### config.mk
export PLATFORM = sky130hd
export DESIGN_NAME = input_debounce_sync_flat
export DESIGN_NICKNAME = d
export VERILOG_FILES = /design/src/rtl/input_debounce_sync_pkg.sv /design/src/rtl/input_debounce_sync_if.sv /design/src/rtl/input_debounce_sync_debounce_bit.sv /design/src/rtl/input_debounce_sync.sv /design/src/flat_wrapper.sv
export SDC_FILE = /design/constraint.sdc
export NUM_CORES = 1
export LEC_CHECK = 0
export ABC_CLOCK_PERIOD_IN_PS = 6800
export CORE_UTILIZATION = 62
export DETAILED_ROUTE_END_ITERATION = 12
export GPL_TIMING_DRIVEN = 0
export PLACE_DENSITY_LB_ADDON = 0.3
export REMOVE_ABC_BUFFERS = 1
export SLEW_MARGIN = 5
export SYNTH_ARGS = -nofsm -noshare
export SYNTH_HDL_FRONTEND = slang
export SYNTH_SLANG_ARGS = --single-unit
### constraint.sdc
create_clock -name clk -period 6.8 [get_ports clk]
set_input_delay 1.02 -clock clk [delete_from_list [all_inputs] [get_ports clk]]
set_output_delay 1.02 -clock clk [all_outputs]
set_load 0.02 [all_outputs]
### src/rtl/input_debounce_sync_pkg.sv
// Shared defaults for the switch/button conditioning stage.
// The display top level and the bench override these as needed.
package input_debounce_sync_pkg;

    localparam int unsigned DEF_WIDTH           = 8;
    localparam int unsigned DEF_DEBOUNCE_CYCLES = 50000;
    localparam int unsigned DEF_CNT_W           = 16;

endpackage : input_debounce_sync_pkg

### src/rtl/input_debounce_sync_if.sv
// Raw switch inputs in, clean debounced bus plus status flags out.
// master = debouncer side, slave = switch source / encoder side.
interface input_debounce_sync_if
    import input_debounce_sync_pkg::*;
#(
    parameter int unsigned WIDTH = DEF_WIDTH
);

    logic [WIDTH-1:0] raw_in;
    logic [WIDTH-1:0] data_out;
    logic             changed;
    logic             settled;

    modport master (
        input  raw_in,
        output data_out,
        output changed,
        output settled
    );

    modport slave (
        output raw_in,
        input  data_out,
        input  changed,
        input  settled
    );

endinterface : input_debounce_sync_if

### src/rtl/input_debounce_sync_debounce_bit.sv
// One input bit: 2-flop synchronizer, stability counter and accepted-value flop.
// flip_c is high in the cycle whose rising edge updates stable_o.
module input_debounce_sync_debounce_bit
    import input_debounce_sync_pkg::*;
#(
    parameter int unsigned DEBOUNCE_CYCLES = DEF_DEBOUNCE_CYCLES,
    parameter int unsigned CNT_W           = DEF_CNT_W
) (
    input  logic clk,
    input  logic rst,
    input  logic raw_i,
    output logic stable_o,
    output logic flip_c
);

    localparam logic [CNT_W-1:0] LAST_CNT = CNT_W'(DEBOUNCE_CYCLES - 1);

    logic             s1_q;
    logic             s2_q;
    logic             stable_q;
    logic             stable_d;
    logic [CNT_W-1:0] cnt_q;
    logic [CNT_W-1:0] cnt_d;

    // Any sample equal to the accepted value restarts the window
    always_comb begin
        cnt_d    = '0;
        stable_d = stable_q;
        flip_c   = 1'b0;
        if (s2_q != stable_q) begin
            if (cnt_q == LAST_CNT) begin
                stable_d = s2_q;
                flip_c   = 1'b1;
            end else begin
                cnt_d = cnt_q + CNT_W'(1);
            end
        end
    end

    always_ff @(posedge clk or posedge rst) begin
        if (rst) begin
            s1_q     <= 1'b0;
            s2_q     <= 1'b0;
            stable_q <= 1'b0;
            cnt_q    <= '0;
        end else begin
            s1_q     <= raw_i;
            s2_q     <= s1_q;
            stable_q <= stable_d;
            cnt_q    <= cnt_d;
        end
    end

    assign stable_o = stable_q;

endmodule : input_debounce_sync_debounce_bit

### src/rtl/input_debounce_sync.sv
// Synchronizes and debounces WIDTH raw switch inputs into a clean data bus,
// with a one-cycle change strobe and a post-reset settled flag.
module input_debounce_sync
    import input_debounce_sync_pkg::*;
#(
    parameter int unsigned WIDTH           = DEF_WIDTH,
    parameter int unsigned DEBOUNCE_CYCLES = DEF_DEBOUNCE_CYCLES,
    parameter int unsigned CNT_W           = DEF_CNT_W
) (
    input logic                 clk,
    input logic                 rst,
    input_debounce_sync_if.master bus
);

    localparam logic [CNT_W-1:0] SETTLE_LAST = CNT_W'(DEBOUNCE_CYCLES - 1);

    logic [WIDTH-1:0] stable;
    logic [WIDTH-1:0] flip;
    logic             changed_q;
    logic             changed_d;
    logic             settled_q;
    logic             settled_d;
    logic [CNT_W-1:0] settle_cnt_q;
    logic [CNT_W-1:0] settle_cnt_d;

    for (genvar i = 0; i < WIDTH; i++) begin : g_bit
        input_debounce_sync_debounce_bit #(
            .DEBOUNCE_CYCLES (DEBOUNCE_CYCLES),
            .CNT_W           (CNT_W)
        ) u_bit (
            .clk      (clk),
            .rst      (rst),
            .raw_i    (bus.raw_in[i]),
            .stable_o (stable[i]),
            .flip_c   (flip[i])
        );
    end

    // Change strobe aligns with the data update; settle counter saturates
    always_comb begin
        changed_d    = |flip;
        settled_d    = settled_q;
        settle_cnt_d = settle_cnt_q;
        if (!settled_q) begin
            if (settle_cnt_q == SETTLE_LAST) begin
                settled_d = 1'b1;
            end else begin
                settle_cnt_d = settle_cnt_q + CNT_W'(1);
            end
        end
    end

    always_ff @(posedge clk or posedge rst) begin
        if (rst) begin
            changed_q    <= 1'b0;
            settled_q    <= 1'b0;
            settle_cnt_q <= '0;
        end else begin
            changed_q    <= changed_d;
            settled_q    <= settled_d;
            settle_cnt_q <= settle_cnt_d;
        end
    end

    assign bus.data_out = stable;
    assign bus.changed  = changed_q;
    assign bus.settled  = settled_q;

endmodule : input_debounce_sync

### src/flat_wrapper.sv
// flat-port wrapper written by rule: the top's interface ports become plain ports
module input_debounce_sync_flat import input_debounce_sync_pkg::*;
#(
    parameter int unsigned WIDTH           = DEF_WIDTH,
    parameter int unsigned DEBOUNCE_CYCLES = DEF_DEBOUNCE_CYCLES,
    parameter int unsigned CNT_W           = DEF_CNT_W
)
  (clk, rst, bus_raw_in, bus_data_out, bus_changed, bus_settled);
  input_debounce_sync_if #(.WIDTH(WIDTH)) bus_i ();
  input logic clk;
  input logic rst;
  input wire logic [$bits(bus_i.raw_in)-1:0] bus_raw_in;
  output wire logic [$bits(bus_i.data_out)-1:0] bus_data_out;
  output wire logic [$bits(bus_i.changed)-1:0] bus_changed;
  output wire logic [$bits(bus_i.settled)-1:0] bus_settled;
  assign bus_i.raw_in = bus_raw_in;
  assign bus_data_out = bus_i.data_out;
  assign bus_changed = bus_i.changed;
  assign bus_settled = bus_i.settled;
  input_debounce_sync #(.WIDTH(WIDTH), .DEBOUNCE_CYCLES(DEBOUNCE_CYCLES), .CNT_W(CNT_W)) u_core (.clk(clk), .rst(rst), .bus(bus_i));
endmodule
Word-level counts from Yosys, hierarchy flattened --
Index checks and enable logic that the tools add are counted.
Cells by class: eq/ne operators 17, divide/modulo/power cells 0, shift-type cells 0, $mul 0, reduce and logical (&&, ||, !) cells 10, bitwise gates (word level) 2, magnitude comparators 0, $add $sub $neg 9, mux-type cells 34
Operator list (number):
- $mux W16 | 16
- $add A16 B1 Y16 const B | 9
- $eq A16 B16 Y1 const B | 9
- $mux W1 | 18
- $reduce_and A2 Y1 | 9
- $ne A1 B1 Y1 | 8
- $reduce_or A8 Y1 | 1
- $not A1 Y1 | 2
Word-level totals: memories kept 0, bits of input ports 10, word-level logic and storage cells 107, memory bits (writable) 0, bits in latches 0, register bits 170, bits in read-only memories 0, output and inout port bits 10

Logic depth before layout (Yosys ltp) --
Gate-level depths: netlist of the first run.
word-level depth 4, mapped depth 7, gate-level depth less buffers 5

Hierarchy --
From an unflattened synthesis of the first run, not the netlist that was laid out.
Second synthesis, totals: cell total of the unflattened synthesis 802, area, all modules 8927.3 um^2
Modules (own cells, without submodules):
- input_debounce_sync_debounce_bit | sequential area each 475.5 um^2, times used 8, area each 1009.7 um^2, cells an instance 91
- input_debounce_sync | sequential area each 450.4 um^2, times used 1, area each 849.6 um^2, cells an instance 74

Least setup slack after synthesis of the first run --
No wires, ideal clock.
path kind register to register, start point register u_core.g_bit[1].u_bit.cnt_q[5], end point register u_core.g_bit[1].u_bit.cnt_q[10], data arrival time 1.830 ns, buffers on the path 2, clock period less this slack 1.949 ns, setup time 0.119 ns, data required time 6.681 ns, setup slack 4.851 ns, stages on the path, launching flop included 7, cell sequence dfrtp_1 or4b_1 or4_1 nand2b_1 buf_6 buf_8 nor2_1
On the way: longest elaborated chain between the ends 3, elaborated cells between the ends (all ways) 4, those cells by class add/sub: 1; eq/ne: 1; mux: 2
RTL lines:
- start, declared | RTL line input_debounce_sync_debounce_bit.sv:22 | logic [CNT_W-1:0] cnt_q;
- start signal, assigned | RTL line input_debounce_sync_debounce_bit.sv:50 | cnt_q <= cnt_d;
- $add A16 B1 Y16 or $eq A16 B16 Y1 (tied branches) | RTL line input_debounce_sync_debounce_bit.sv:35, input_debounce_sync_debounce_bit.sv:31
- $mux W16 * | RTL line input_debounce_sync_debounce_bit.sv:31 | if (cnt_q == LAST_CNT) begin
- $mux W16 * | RTL line input_debounce_sync_debounce_bit.sv:30 | if (s2_q != stable_q) begin
- net u_core.g_bit[1].u_bit.cnt_d[10] | RTL line input_debounce_sync_debounce_bit.sv:23 | logic [CNT_W-1:0] cnt_d;
The timed path passes the listed nets; every way through them passes the cells marked *. A chain may end at the register's enable or synchronous reset.

Worst setup path in the final report of the first run --
start point register u_core.g_bit[3].u_bit.stable_q, end point output port bus_data_out[3]
RTL lines:
- start, declared | RTL line input_debounce_sync_debounce_bit.sv:20 | logic stable_q;
- start signal, assigned | RTL line input_debounce_sync_debounce_bit.sv:49 | stable_q <= stable_d;
- end, declared | RTL line flat_wrapper.sv:13 | output wire logic [$bits(bus_i.data_out)-1:0] bus_data_out;
No word-level cell between the ends.

==> results.py, run 1 <==
metrics = {
    "route": {
        "vias": 5504,
        "wl_per_cell_um": 14.9,
        "viasPerCell": 5.69,
        "final_antenna_net_count": 0,
        "remaining_drc_errors": 0,
        "firstDrtPassIters": 5,
        "drt_iter0_markers": 360,
        "routed_wl_mm": 14.4,
    },
    "clock_network": {
        "cts_resized": 0,
        "cts_sinks": 170,
        "cts_hold_buf": 0,
        "clock_latency_ns": 0.43,
        "cts_buffer_depth": 2,
        "cts_buffers": 17,
        "htreeDepth": 4,
        "clockRootBuffer": "clkbuf_16",
        "cts_tree": "done",
        "post-cts-setup-buffers": 0,
        "clkTransAtPathRegs_ns": 0.06,
    },
    "worst_hold_path": {
        "min-delay-start": "u_core.g_bit[4].u_bit.s1_q$_DFF_PP0_",
        "holdPathEnd": "u_core.g_bit[4].u_bit.s2_q$_DFF_PP0_",
        "hp-class": "reg -> reg",
        "holdPathStages": 0,
    },
    "global_routing": {
        "grt_max_degree": 89,
        "grt_pass1_wl_mm": 24.9,
        "grt_usage_pct": 24.1,
        "grt_pass1_vias": 5568,
        "grt_overflow": 0,
        "antenna_found_initial": 0,
    },
    "yosys": {
        "synth_ff_type": "dfrtp_1",
        "synth_xor_area_share_pct": 14.7,
        "synth_compound_area_share_pct": 0.908,
        "synth_edf_count": 0,
        "synth_area_per_cell_um2": 10.4,
        "yosysWarnings": 0,
        "syn-cell-area_um2": 7990,
        "synth_seq_cells": 170,
        "ys_types": 40,
        "synth.yosys.seq_area_share_pct": 53.2,
        "yosys-mux-area-fraction_pct": 1.27,
        "synth_top_family_by_area": "simple AND/OR/NAND/NOR gates",
        "async_flop_share_pct": 100,
        "synth_cells": 765,
        "synthSimpleGateAreaFrac_pct": 25.4,
        "synth_fa_ha_area_share_pct": 1.41,
    },
    "place": {
        "gp_congestion": 0.795,
        "dp_slack_ns": 4.41,
        "dpl.hpwl_mm": 9.55,
        "dpl.cell_count": 935,
        "port_buffers": 19,
    },
    "die": {
        "fp.dieW_um": 116,
        "die_y_um": 116,
        "rows": 41,
        "dieArea_um2": 13400,
        "io_pins": 20,
        "initial_utilization_pct": 63.3,
        "core_um2": 12600,
    },
    "power_and_ir_drop": {
        "cellPowerDensity_nw_per_um2": 234,
        "finalPower_uw": 2080,
        "power.leakage_uw": 0.00360,
        "peakVddDrop_uv": 166,
    },
    "setup_path": {
        "crit_path_start_kind": "flip-flop",
        "reg2reg_depth": 4,
        "cp_data_arrival_time_ns": 1.53,
        "cp.required_ns": 5.78,
        "r2r_setup_slack_ns": 4.53,
        "worstSetupPathType": "reg -> out",
        "endpoint_kind": "output pin",
        "critPathMaxFanout": 4,
        "regToRegStartpoint": "u_core.g_bit[1].u_bit.cnt_q[5]$_DFF_PP0_",
        "critPathBufInv": 1,
        "slowest_stage": "clkdlybuf4s50_1",
        "rr_endpoint": "u_core.g_bit[1].u_bit.cnt_q[6]$_DFF_PP0_",
        "crit_chain": "clkdlybuf4s50_1",
        "crit_path_max_incr_delay_ns": 0.65,
        "cp_top_family": "buffers and inverters",
    },
    "job": {
        "cap_viol_max_count": 0,
    },
    "sta": {
        "rsz0062_at_grt": "no",
        "finalCriticalPeriod_ns": 2.55,
        "clock_skew_ns": 0.00478,
        "finalWorstSetupSlack_ns": 4.25,
        "finalSetupViolCount": 0,
        "worstMarginPinSlew_ns": 0.609,
        "fin_hold_ws_ns": 0.348,
        "fin_crit_sh_pct": 37.4,
        "hold_viol_final": 0,
        "timing.fmax_mhz": 393,
        "final_max_slew_viol_count": 0,
        "slew_headroom_pct": 58.8,
    },
    "layout": {
        "stdcell_count": 967,
        "diodes": 0,
        "multi_input_area_um2": 3490,
        "final.fill_count": 947,
        "fin_nets": 801,
        "area_growth_pct": 11.1,
        "ff_latch_area_um2": 4250,
        "drive_above_1_share_pct": 5.66,
    },
    "outcome": {
        "status": "completed",
    },
}
[flip-flops by register name, summed over array words and instances, names as in the netlist]
register / count
u_core.bus.changed: 1
u_core.g_bit.u_bit.s2_q: 8
u_core.bus.settled: 1
u_core.g_bit.u_bit.stable_o: 8
u_core.g_bit.u_bit.s1_q: 8
u_core.g_bit.u_bit.cnt_q: 128
u_core.settle_cnt_q: 16
[where the power goes]
part	switching (uW)	internal [uW]	leakage (uW)
sequential	14.5	1030	0.00230
clock	390	587	0.000287
combinational	41.2	19.7	0.00101
[cells in the mapped netlist (4+ instances only)]
cell      instances  area (um2)
dfrtp_1         170        4250
nor2_1          148         556
xnor2_1         103         902
nand3_1          47         235
nand2_1          34         128
nand4_1          31         194
xor2_1           31         272
nor3_1           26         130
nor4_1           26         163
inv_1            25        93.8
and3_1           13        81.3
nor4b_1          12         105
buf_4            10        75.1
nor4bb_1         10         100
ha_1              9         113
mux2_2            9         101
clkbuf_1          8        30.0
and4_1            6        52.6
nand4b_1          5        43.8
or4_1             5        37.5
or4b_1            4        40.0
[layout by cell type (no fill, tap or decap), types with 12 or more instances in the layout]
cell             Yosys  final
nor4b_1             12     12
nand4_1             31     31
nor4_1              26     26
inv_1               25     24
and3_1              13     13
nor2_1             148    148
nand2_1             34     34
clkdlybuf4s50_1      0     19
nand3_1             47     47
nor3_1              26     26
dfrtp_1            170    170
xor2_1              31     31
xnor2_1            103    103
clkbuf_16            0     17
[final cells by class]
cell class	instances	share of cell area, %
Sequential cell	170	47.9
Multi-Input combinational cell	548	39.3
Clock buffer	21	5.07
Timing Repair Buffer	20	2.45
Tap cell	172	2.42
Clock inverter	11	1.65
Inverter	25	1.14
[how the worst max path moves through the flow]
stage                                                           from                                   endpoint  cells after the start
after floorplan                                                  rst               u_core.bus.changed$_DFF_PP0_                      1
after detailed placement                                         rst  u_core.g_bit[0].u_bit.cnt_q[13]$_DFF_PP0_                      3
after global placement                                           rst         u_core.settle_cnt_q[9]$_DFFE_PP0P_                      2
after CTS                 u_core.g_bit[3].u_bit.stable_o$_DFFE_PP0P_                            bus_data_out[3]                      1
after global routing                    u_core.bus.settled$_DFF_PP0_                                bus_settled                      1
final                     u_core.g_bit[3].u_bit.stable_o$_DFFE_PP0P_                            bus_data_out[3]                      1
[cell families after synthesis]
family / Yosys count
flops: 170
fa+ha+maj: 9
xor+xnor: 134
compound gates: 11
mux: 9
simple gates: 385
buf+inv: 47
[layer usage]
layer | GRT usage (%) | vias to the layer above | routed length (um)
met3 | 5.49 | 22 | 521
met5 | 0 | - | 0
met1 | 29.8 | 2719 | 6270
met2 | 40.5 | 101 | 7400
met4 | 10.7 | 0 | 217
li1 | - | 2662 | -
[per-stage QoR]
stage,area [um2],TNS [ns],util (%)
after floorplan,7840,0,-
after global placement,8250,-119.07,65.3
after detailed placement,8280,0,65.6
after CTS,8880,0,70.3
after global routing,8880,0,70.3
final,8880,0,70.3
Power figures use the tool's default switching activity.
==> run 2, diff against run 1 <==
--- a/config.mk
+++ b/config.mk
@@ -5,7 +5,7 @@
 export SDC_FILE = /design/constraint.sdc
 export NUM_CORES = 1
 export LEC_CHECK = 0
-export ABC_CLOCK_PERIOD_IN_PS = 6800
+export ABC_CLOCK_PERIOD_IN_PS = 2700
 export CORE_UTILIZATION = 62
 export DETAILED_ROUTE_END_ITERATION = 12
 export GPL_TIMING_DRIVEN = 0
==> constraint.sdc (replaced) <==
create_clock -name clk -period 2.7 [get_ports clk]
set_input_delay 0.405 -clock clk [delete_from_list [all_inputs] [get_ports clk]]
set_output_delay 0.405 -clock clk [all_outputs]
set_load 0.02 [all_outputs]
==> results of run 2 <==
Same layout as run 1 (identical final DEF). Status: completed.
Main changes from that run: setup slack after placement 4.41 ns -> 0.429 ns; setup slack after layout 4.25 ns -> 0.430 ns; start point of the critical path u_core.g_bit[3].u_bit.stable_o$_DFFE_PP0P_ -> u_core.g_bit[1].u_bit.cnt_q[5]$_DFF_PP0_; end point of the critical path bus_data_out[3] -> u_core.g_bit[1].u_bit.cnt_q[6]$_DFF_PP0_; register-to-register setup slack 4.53 ns -> 0.43 ns; total power 2080 uW -> 5240 uW; worst IR drop on VDD 166 uV -> 418 uV
